--- src/rtl/one_idx_scheduler_if.sv ---
// Handshake bundle between a mask producer / index consumer and one_idx_scheduler.
interface one_idx_scheduler_if #(parameter int IDX_W = 7);
  logic                  i_clear;
  logic                  i_in_valid;
  logic [2**IDX_W-1:0]   i_in_data;
  logic                  o_in_ready;
  logic                  o_out_valid;
  logic [IDX_W-1:0]      o_out_idx;
  logic                  o_out_last;
  logic                  i_out_ready;
  logic                  o_done;
  logic [7:0]            o_total;

  modport slave (
    input  i_clear, i_in_valid, i_in_data, i_out_ready,
    output o_in_ready, o_out_valid, o_out_idx, o_out_last, o_done, o_total
  );

  modport master (
    output i_clear, i_in_valid, i_in_data, i_out_ready,
    input  o_in_ready, o_out_valid, o_out_idx, o_out_last, o_done, o_total
  );
endinterface

--- src/rtl/one_idx_scheduler.sv ---
// Walks the set bits of a mask lowest-first, handing out one index per cycle
// from a 4-deep buffer that is refilled from a find-first-four search.

module find_1_idx #(parameter int IDX_W = 7) (
  input  logic [2**IDX_W-1:0] i_mask,
  output logic [IDX_W-1:0]    o_idx1,
  output logic [IDX_W-1:0]    o_idx2,
  output logic [IDX_W-1:0]    o_idx3,
  output logic [IDX_W-1:0]    o_idx4,
  output logic [2:0]          o_num_found
);
  localparam int W = 2**IDX_W;

  // Priority search for the four lowest set bits.
  always_comb begin
    logic [2:0] n;
    n      = 3'd0;
    o_idx1 = {IDX_W{1'b0}};
    o_idx2 = {IDX_W{1'b0}};
    o_idx3 = {IDX_W{1'b0}};
    o_idx4 = {IDX_W{1'b0}};
    for (int k = 0; k < W; k++) begin
      if (i_mask[k] && (n < 3'd4)) begin
        case (n)
          3'd0:    o_idx1 = IDX_W'(k);
          3'd1:    o_idx2 = IDX_W'(k);
          3'd2:    o_idx3 = IDX_W'(k);
          3'd3:    o_idx4 = IDX_W'(k);
          default: o_idx4 = o_idx4;
        endcase
        n = n + 3'd1;
      end else begin
        n = n;
      end
    end
    o_num_found = n;
  end
endmodule

module one_idx_scheduler #(parameter int IDX_W = 7) (
  input  logic                 i_clk,
  input  logic                 i_rst,
  one_idx_scheduler_if.slave   bus
);
  localparam int W = 2**IDX_W;

  typedef enum logic [1:0] {IDLE = 2'd0, SCAN = 2'd1, DONE = 2'd2} state_t;

  state_t              state_r, state_s;
  logic [W-1:0]        mask_r, mask_s, clr_s;
  logic [IDX_W-1:0]    ibuf_r [4];
  logic [IDX_W-1:0]    ibuf_s [4];
  logic [IDX_W-1:0]    found_s [4];
  logic [2:0]          cnt_r, cnt_s, num_s;
  logic [7:0]          total_r, total_s;
  logic                valid_s, pop_s, refill_s, accept_s;

  find_1_idx #(.IDX_W(IDX_W)) u_find (
    .i_mask      (mask_r),
    .o_idx1      (found_s[0]),
    .o_idx2      (found_s[1]),
    .o_idx3      (found_s[2]),
    .o_idx4      (found_s[3]),
    .o_num_found (num_s)
  );

  assign valid_s  = (cnt_r != 3'd0);
  assign pop_s    = valid_s && bus.i_out_ready;
  assign accept_s = (state_r == IDLE) && bus.i_in_valid;
  assign refill_s = (state_r == SCAN) && ((cnt_r == 3'd0) || ((cnt_r == 3'd1) && pop_s));

  // Bits about to be moved from the mask into the buffer.
  always_comb begin
    clr_s = {W{1'b0}};
    for (int j = 0; j < 4; j++) begin
      clr_s = clr_s | ((3'(j) < num_s) ? (W'(1) << found_s[j]) : {W{1'b0}});
    end
  end

  // Next-state and datapath update; i_clear overrides everything else.
  always_comb begin
    state_s = state_r;
    mask_s  = mask_r;
    cnt_s   = cnt_r;
    total_s = total_r;
    for (int j = 0; j < 4; j++) ibuf_s[j] = ibuf_r[j];
    case (state_r)
      IDLE: begin
        if (accept_s) begin
          mask_s  = bus.i_in_data;
          cnt_s   = 3'd0;
          total_s = 8'd0;
          for (int j = 0; j < 4; j++) ibuf_s[j] = {IDX_W{1'b0}};
          state_s = SCAN;
        end else begin
          state_s = IDLE;
        end
      end
      SCAN: begin
        if (pop_s) total_s = total_r + 8'd1;
        else       total_s = total_r;
        if (refill_s) begin
          for (int j = 0; j < 4; j++) ibuf_s[j] = found_s[j];
          cnt_s  = num_s;
          mask_s = mask_r & ~clr_s;
        end else if (pop_s) begin
          ibuf_s[0] = ibuf_r[1];
          ibuf_s[1] = ibuf_r[2];
          ibuf_s[2] = ibuf_r[3];
          ibuf_s[3] = {IDX_W{1'b0}};
          cnt_s     = cnt_r - 3'd1;
        end else begin
          cnt_s = cnt_r;
        end
        // Covers both the empty-mask case and popping the final index.
        if (refill_s && (mask_r == {W{1'b0}})) state_s = DONE;
        else                                   state_s = SCAN;
      end
      DONE:    state_s = IDLE;
      default: state_s = IDLE;
    endcase
    if (bus.i_clear) begin
      state_s = IDLE;
      mask_s  = {W{1'b0}};
      cnt_s   = 3'd0;
      total_s = 8'd0;
    end else begin
      state_s = state_s;
    end
  end

  // State and datapath registers with synchronous reset.
  always_ff @(posedge i_clk) begin
    if (i_rst) begin
      state_r <= IDLE;
      mask_r  <= {W{1'b0}};
      cnt_r   <= 3'd0;
      total_r <= 8'd0;
      for (int j = 0; j < 4; j++) ibuf_r[j] <= {IDX_W{1'b0}};
    end else begin
      state_r <= state_s;
      mask_r  <= mask_s;
      cnt_r   <= cnt_s;
      total_r <= total_s;
      for (int j = 0; j < 4; j++) ibuf_r[j] <= ibuf_s[j];
    end
  end

  // Outputs are gated by i_rst so they read zero while reset is held.
  assign bus.o_in_ready  = !i_rst && (state_r == IDLE);
  assign bus.o_out_valid = !i_rst && valid_s;
  assign bus.o_out_idx   = (!i_rst && valid_s) ? ibuf_r[0] : {IDX_W{1'b0}};
  assign bus.o_out_last  = !i_rst && valid_s && (cnt_r == 3'd1) && (mask_r == {W{1'b0}});
  assign bus.o_done      = !i_rst && (state_r == DONE);
  assign bus.o_total     = i_rst ? 8'd0 : total_r;
endmodule
--- src/flat_wrapper.sv ---
// flat-port wrapper written by rule: the top's interface ports become plain ports
module one_idx_scheduler_flat 
#(parameter int IDX_W = 7)
  (i_clk, i_rst, bus_i_clear, bus_i_in_valid, bus_i_in_data, bus_i_out_ready, bus_o_in_ready, bus_o_out_valid, bus_o_out_idx, bus_o_out_last, bus_o_done, bus_o_total);
  one_idx_scheduler_if #(.IDX_W(IDX_W)) bus_i ();
  input  logic i_clk;
  input  logic i_rst;
  input wire logic [$bits(bus_i.i_clear)-1:0] bus_i_clear;
  input wire logic [$bits(bus_i.i_in_valid)-1:0] bus_i_in_valid;
  input wire logic [$bits(bus_i.i_in_data)-1:0] bus_i_in_data;
  input wire logic [$bits(bus_i.i_out_ready)-1:0] bus_i_out_ready;
  output wire logic [$bits(bus_i.o_in_ready)-1:0] bus_o_in_ready;
  output wire logic [$bits(bus_i.o_out_valid)-1:0] bus_o_out_valid;
  output wire logic [$bits(bus_i.o_out_idx)-1:0] bus_o_out_idx;
  output wire logic [$bits(bus_i.o_out_last)-1:0] bus_o_out_last;
  output wire logic [$bits(bus_i.o_done)-1:0] bus_o_done;
  output wire logic [$bits(bus_i.o_total)-1:0] bus_o_total;
  assign bus_i.i_clear = bus_i_clear;
  assign bus_i.i_in_valid = bus_i_in_valid;
  assign bus_i.i_in_data = bus_i_in_data;
  assign bus_i.i_out_ready = bus_i_out_ready;
  assign bus_o_in_ready = bus_i.o_in_ready;
  assign bus_o_out_valid = bus_i.o_out_valid;
  assign bus_o_out_idx = bus_i.o_out_idx;
  assign bus_o_out_last = bus_i.o_out_last;
  assign bus_o_done = bus_i.o_done;
  assign bus_o_total = bus_i.o_total;
  one_idx_scheduler #(.IDX_W(IDX_W)) u_core (.i_clk(i_clk), .i_rst(i_rst), .bus(bus_i));
endmodule
--- config.mk ---
export PLATFORM = sky130hd
export DESIGN_NAME = one_idx_scheduler_flat
export DESIGN_NICKNAME = d
export VERILOG_FILES = /design/src/rtl/one_idx_scheduler_if.sv /design/src/rtl/one_idx_scheduler.sv /design/src/flat_wrapper.sv
export SDC_FILE = /design/constraint.sdc
export NUM_CORES = 2
export LEC_CHECK = 0
export ABC_AREA = 0
export CAP_MARGIN = 5
export CORE_MARGIN = 4
export CORE_UTILIZATION = 45
export DETAILED_ROUTE_END_ITERATION = 10
export DONT_BUFFER_PORTS = 1
export HOLD_SLACK_MARGIN = 0.12
export SLEW_MARGIN = 10
export SYNTH_ARGS = -nofsm -noshare
export SYNTH_HDL_FRONTEND = slang
export SYNTH_HIERARCHICAL = 1
export SYNTH_SLANG_ARGS = --single-unit
--- constraint.sdc ---
create_clock -name i_clk -period 264.3 [get_ports i_clk]
set_input_delay 79.29 -clock i_clk [delete_from_list [all_inputs] [get_ports i_clk]]
set_output_delay 79.29 -clock i_clk [all_outputs]
set_load 0.05 [all_outputs]
; Word-level counts from Yosys, hierarchy flattened
; Memory sizes are Yosys's and may differ from the RTL's.
; Index checks and enable logic that the tools add are counted.
[word_totals]
regBits = 141
out_inout_bits = 19
word_cells = 2115
in_bits = 133
ramBits = 28
memories = 1
[classes]
n_eq_ne = 388
bitwise = 9
shifts = 4
n_addsub = 129
magnitude_cmp = 131
reduce_logical = 275
n_mux = 1174
[memory_table]
columns = name, depth, width, read_ports, rd_clocked_by_memory_dff, write_ports, line
row1 = u_core.ibuf_r, 4, 7, 4, 0, 4, one_idx_scheduler.sv:51  ; logic [IDX_W-1:0] ibuf_r [4];
[ops]
columns = cell, n
row1 = $mux 7, 1013
row2 = $mux 128, 6
row3 = $eq 3x2->1 const B, 254
row4 = $shl 1x7->128 const A, 4
row5 = $mux 3, 130
row6 = $eq 3x1->1 const B, 128
row7 = $logic_not 3->1, 128
row8 = $or 128x128->128, 3
row9 = $add 3x1->3 const B, 127
row10 = $lt 3x3->1 const B, 127
row11 = $pmux 128 s2, 1
row12 = $logic_and 1x1->1, 137
row13 = $and 128x128->128, 1
row14 = $logic_not 128->1, 1
row15 = $not 128->128, 1
row16 = $mux 28, 3
row17 = $pmux 28 s2, 1
row18 = $mux 8, 3
row19 = $pmux 8 s2, 1
row20 = $mux 1, 13
row21 = $reduce_and 3->1, 3
row22 = $add 8x1->8 const B, 1
row23 = $lt 1x3->1 const A, 2
row24 = $lt 2x3->1 const A, 2
row25 = 15 further kinds, 20

; Depth between registers and ports, before layout
[logic_depth]
word_depth = 391
mapped_depth = 587
depth_no_buf = 545

; Modules after synthesis
; The synthesis kept the hierarchy.
[by_module_without_submodules]
columns = module, instances, seq_area_each_um2, cells_per_inst, area_per_inst_um2
row1 = find_1_idx, 1, 0.0, 3896, 26361.5
row2 = one_idx_scheduler, 1, 3383.2, 1602, 11644.9

; Worst setup path before layout
; No wires, ideal clock.
[synth_path]
kind = input -> output
start = input i_rst
end = output bus_o_out_last
arrival_time_ps = 80943
stages = 3
n_path_buf = 0
required_ps = 185010
slack_ps = 104067
cell_sequence = nor2_1 nand3_1 nor2_1
[synth_via]
elab_chain_len = 4
[synth_rtl]
columns = item, line
row1 = from (decl), flat_wrapper.sv:7  ; input logic i_rst;
row2 = $logic_not 1->1, one_idx_scheduler.sv:153  ; assign bus.o_out_last = !i_rst && valid_s && (cnt_r == 3'd1) && (mask_r == {W{1'b0}});
row3 = $logic_and 1x1->1 (3 in series), one_idx_scheduler.sv:153
row4 = to (decl), flat_wrapper.sv:15  ; output wire logic [$bits(bus_i.o_out_last)-1:0] bus_o_out_last;
; No other way between the ends.

; Final worst setup path
; Ends and elaborated chain as after synthesis.

==> metrics.yaml <==
floorplanning:
  die-width_um: 299
  coreArea_um2: 83700
  die_area_um2: 89200
  io_pins: 152
  floorplan.initialDensity_pct: 45.4
  die-height_um: 299
  std_cell_rows: 106
grt:
  grt_pass1_wl_um: 253000
  grt_max_degree: 76
  gr-usage-all-layers_pct: 37.1
  via_count_of_the_first_global_routing_pass: 38600
  grt_antenna_before_repair: 16
  grt_overflow: 0
detailed_routing:
  drt-wirelength-per-cell_um: 27.3
  wl_met1_um: 75500
  drt_pass1_iterations: 7
  uppermost_layer_routed: "met5"
  drtIter0Drc: 5322
  drcViolationCount: 0
  amount_of_wire_on_met3_after_detailed_routing_um: 18200
  route.met2.wl_um: 73300
  drt-vias-per-instance: 6.62
  route.antenna.remaining_nets: 0
  routed-via-count: 42600
  postRouteWirelength_um: 176000
yosys:
  main_synth_ff_type: "sky130_fd_sc_hd__dfxtp_1"
  async_flop_share_pct: 0
  postSynthAreaPerCell_um2: 6.91
  ys_warn_count: 6
  synthCells: 5498
  synth_cell_type_count: 114
  synth_fp_nets: 6263
  number_of_flops_mapped_to_enable_cells_by_yosys: 0
  synth.cell_area_um2: 38000
  ys_seq_area_share_pct: 8.90
  synth-seq-cells: 169
clock_network:
  hold_buffers: 0
  clock_tree.root_cell: "sky130_fd_sc_hd__clkbuf_16"
  clock_edge_transition_at_the_registers_on_the_reported_setup_and_hold_paths_ns: 0.08
  cts_setup_buffers: 0
  cts_sinks: 169
  cts_buffer_depth: 2
  cts_made_buffers: 17
  ctsHtreeMaxLevel: 4
  clock_insertion_delay_worst_skew_ns: 0.48
  tritoncts: "done"
  cts.repair.resized: 0
worst_setup_path:
  r2r.worst_path.cells: 516
  crit_type: "in -> out"
  regToRegEndpoint: "u_core/mask_r[32]"
  timing.critical_path.slowest_cell_delay_ns: 0.78
  timing.critical_path.slowest_stage_cell: "sky130_fd_sc_hd__nor2_1"
  cp_data_required_time_ns: 185.01
  r2r_slack_ns: 133.53
  setup.worst_path.end_class: "primary output"
  reg2reg_from: "u_core/mask_r[2]"
  worst_setup_path_startpoint: "i_rst"
  start_kind: "input port"
  worstPathArrival_ns: 80.39
  most_used_cell_cp: "sky130_fd_sc_hd__nor2_1"
  crit_fanout: 41
  worstPathCellList: "nor2_1, nand3_1, nor2_1"
hold_path:
  timing.hold.worst_path_depth: 2
  worst_hold_path_type: "reg -> reg"
  min_from: "u_core/ibuf_r[0][0]"
  holdPathEnd: "u_core/ibuf_r[0][0]"
final_layout:
  drive_gt1_share_pct: 4.17
  nNetsFinal: 6049
  postLayoutCellArea_um2: 39300
  synthesis_to_layout_area_growth_pct: 3.50
place:
  gp_routability_congestion: 1.08
  buffer_ports.inserted: 0
  post-place-ws_ns: 104.59
  postPlaceCellArea_um2: 38700
  dp_hpwl_um: 143000
sta:
  final.setup.tns_ns: 0
  period_share_pct: 60.4
  timing.clock.skew_ns: 0.0149
  finalCriticalPeriod_ns: 159.68
  fin_hold_ws_ns: 0.500
  finalMaxSlewViolations: 0
  post_route_worst_setup_slack_ns: 104.62
  grt_setup_unrepaired: "false"
  achievable-frequency_mhz: 6.26
  max_slew.worst_pin.slew_ns: 1.41
  worst_relative_slew_slack_pct: 5.38
  finalHoldViolCount: 0
  setup_viol: 0
job:
  maxCapViolations: 0
status:
  status: "finished, final reports clean"
synth_stat cells (14+ instances only):
cell type | instances | share of area (%)
sky130_fd_sc_hd__a32o_1 | 14 | 0.37
sky130_fd_sc_hd__o221ai_1 | 93 | 2.1
sky130_fd_sc_hd__o211ai_1 | 45 | 0.89
sky130_fd_sc_hd__dfxtp_1 | 169 | 8.9
sky130_fd_sc_hd__a21boi_0 | 24 | 0.47
sky130_fd_sc_hd__a21o_1 | 15 | 0.30
sky130_fd_sc_hd__o21a_1 | 23 | 0.45
sky130_fd_sc_hd__nor2b_1 | 82 | 1.3
sky130_fd_sc_hd__nor3b_1 | 16 | 0.32
sky130_fd_sc_hd__or2_2 | 15 | 0.25
sky130_fd_sc_hd__ha_1 | 631 | 21
sky130_fd_sc_hd__a22o_1 | 35 | 0.81
sky130_fd_sc_hd__and4_1 | 20 | 0.46
sky130_fd_sc_hd__nand3_1 | 216 | 2.8
sky130_fd_sc_hd__mux2i_1 | 76 | 2.0
sky130_fd_sc_hd__nor2_1 | 311 | 3.1
sky130_fd_sc_hd__nand2_1 | 928 | 9.2
sky130_fd_sc_hd__xnor2_1 | 116 | 2.7
sky130_fd_sc_hd__or3_1 | 24 | 0.40
sky130_fd_sc_hd__and3_1 | 141 | 2.3
sky130_fd_sc_hd__clkbuf_1 | 187 | 1.8
sky130_fd_sc_hd__a211oi_1 | 14 | 0.28
sky130_fd_sc_hd__o2111ai_1 | 19 | 0.44
sky130_fd_sc_hd__a21oi_1 | 384 | 5.1
sky130_fd_sc_hd__xor2_1 | 53 | 1.2
sky130_fd_sc_hd__nor3_1 | 108 | 1.4
sky130_fd_sc_hd__and2_1 | 123 | 2.0
sky130_fd_sc_hd__a22oi_1 | 93 | 1.8
sky130_fd_sc_hd__a32oi_1 | 50 | 1.2
sky130_fd_sc_hd__a221oi_1 | 134 | 3.1
sky130_fd_sc_hd__o21ai_0 | 315 | 4.1
sky130_fd_sc_hd__buf_2 | 59 | 0.78
sky130_fd_sc_hd__mux2_2 | 23 | 0.68
sky130_fd_sc_hd__a31oi_1 | 62 | 1.0
sky130_fd_sc_hd__buf_4 | 20 | 0.40
sky130_fd_sc_hd__nand4_1 | 70 | 1.2
sky130_fd_sc_hd__nor4_1 | 72 | 1.2
sky130_fd_sc_hd__nand2b_1 | 89 | 1.5
sky130_fd_sc_hd__inv_1 | 333 | 3.3
how the worst max path moves through the flow:
stage / cells after the start / end / slack (ns)
after detailed placement: 3 / bus_o_out_last / 104.59
final: 3 / bus_o_out_last / 104.62
after floorplan: 3 / bus_o_out_last / 104.07
after global placement: 3 / bus_o_out_last / 104.58
after global routing: 3 / bus_o_out_last / 104.58
after CTS: 3 / bus_o_out_last / 104.58
through the flow:
step	utilization [%]	std cells
2_1_floorplan	-	5498
3_3_place_gp	46.2	6399
3_5_place_dp	46.2	6399
4_1_cts	47.0	6431
5_1_grt	47.0	6434
6_report	47.0	6446
flip-flops by register name (all words and copies together), names as in the netlist:
name / count
u_core/state_r: 2
u_core/total_r: 8
u_core/cnt_r: 3
u_core/mask_r: 128
u_core/ibuf_r: 28
layout make-up:
| cell class | instances | area [um^2] |
|---|---|---|
| inverter | 339 | 1270 |
| multi-input combinational | 4705 | 32200 |
| antenna | 15 | 37.5 |
| tap | 1134 | 1420 |
| clock inverter | 15 | 185 |
| timing repair buffer | 52 | 390 |
| clock buffer | 17 | 425 |
| fill | 8754 | 44400 |
| sequential | 169 | 3380 |
cell usage in the layout, fill, tap and decap left out, types with 24 or more instances in the layout:
cell                       count
sky130_fd_sc_hd__ha_1        631
sky130_fd_sc_hd__and3_1      141
sky130_fd_sc_hd__dfxtp_1     169
sky130_fd_sc_hd__nor3_1      107
sky130_fd_sc_hd__o21ai_0     314
sky130_fd_sc_hd__xnor2_1     116
sky130_fd_sc_hd__o221ai_1     92
sky130_fd_sc_hd__nor4_1       68
sky130_fd_sc_hd__inv_1       333
sky130_fd_sc_hd__nand2_1     928
sky130_fd_sc_hd__nor2b_1      80
sky130_fd_sc_hd__nor2_1      310
sky130_fd_sc_hd__and2_1      123
sky130_fd_sc_hd__a21oi_1     384
sky130_fd_sc_hd__a221oi_1    134
sky130_fd_sc_hd__a31oi_1      62
sky130_fd_sc_hd__a22o_1       35
sky130_fd_sc_hd__or3_1        24
sky130_fd_sc_hd__a21boi_0     24
sky130_fd_sc_hd__a22oi_1      93
sky130_fd_sc_hd__nand2b_1     88
sky130_fd_sc_hd__mux2i_1      76
sky130_fd_sc_hd__a32oi_1      50
sky130_fd_sc_hd__nand3_1     216
sky130_fd_sc_hd__nand4_1      70
sky130_fd_sc_hd__xor2_1       53
sky130_fd_sc_hd__buf_4        52
sky130_fd_sc_hd__o211ai_1     45
worst max-delay path, delay by kind of cell:
kind             cells  cell delay [ns]
AND/OR/NAND/NOR      3             1.09
kinds of logic after synthesis:
logic type / after synthesis / synth area share, %
buf+inv: 624 / 6.72
fa+ha+maj: 632 / 20.8
simple gates: 2322 / 30.1
compound gates: 1465 / 25.8
flops: 169 / 8.90
mux: 101 / 2.80
xor+xnor: 185 / 4.85
metal layers:
metal  up-vias  track usage (%)
met5         -            0.812
met4         8             15.4
met3       463             9.49
met2      2332             55.5
met1     20300             50.6
li1      19500                -
Power is not shown: default switching activity piles up to over one toggle a cycle in this logic, so the estimate is an artifact.
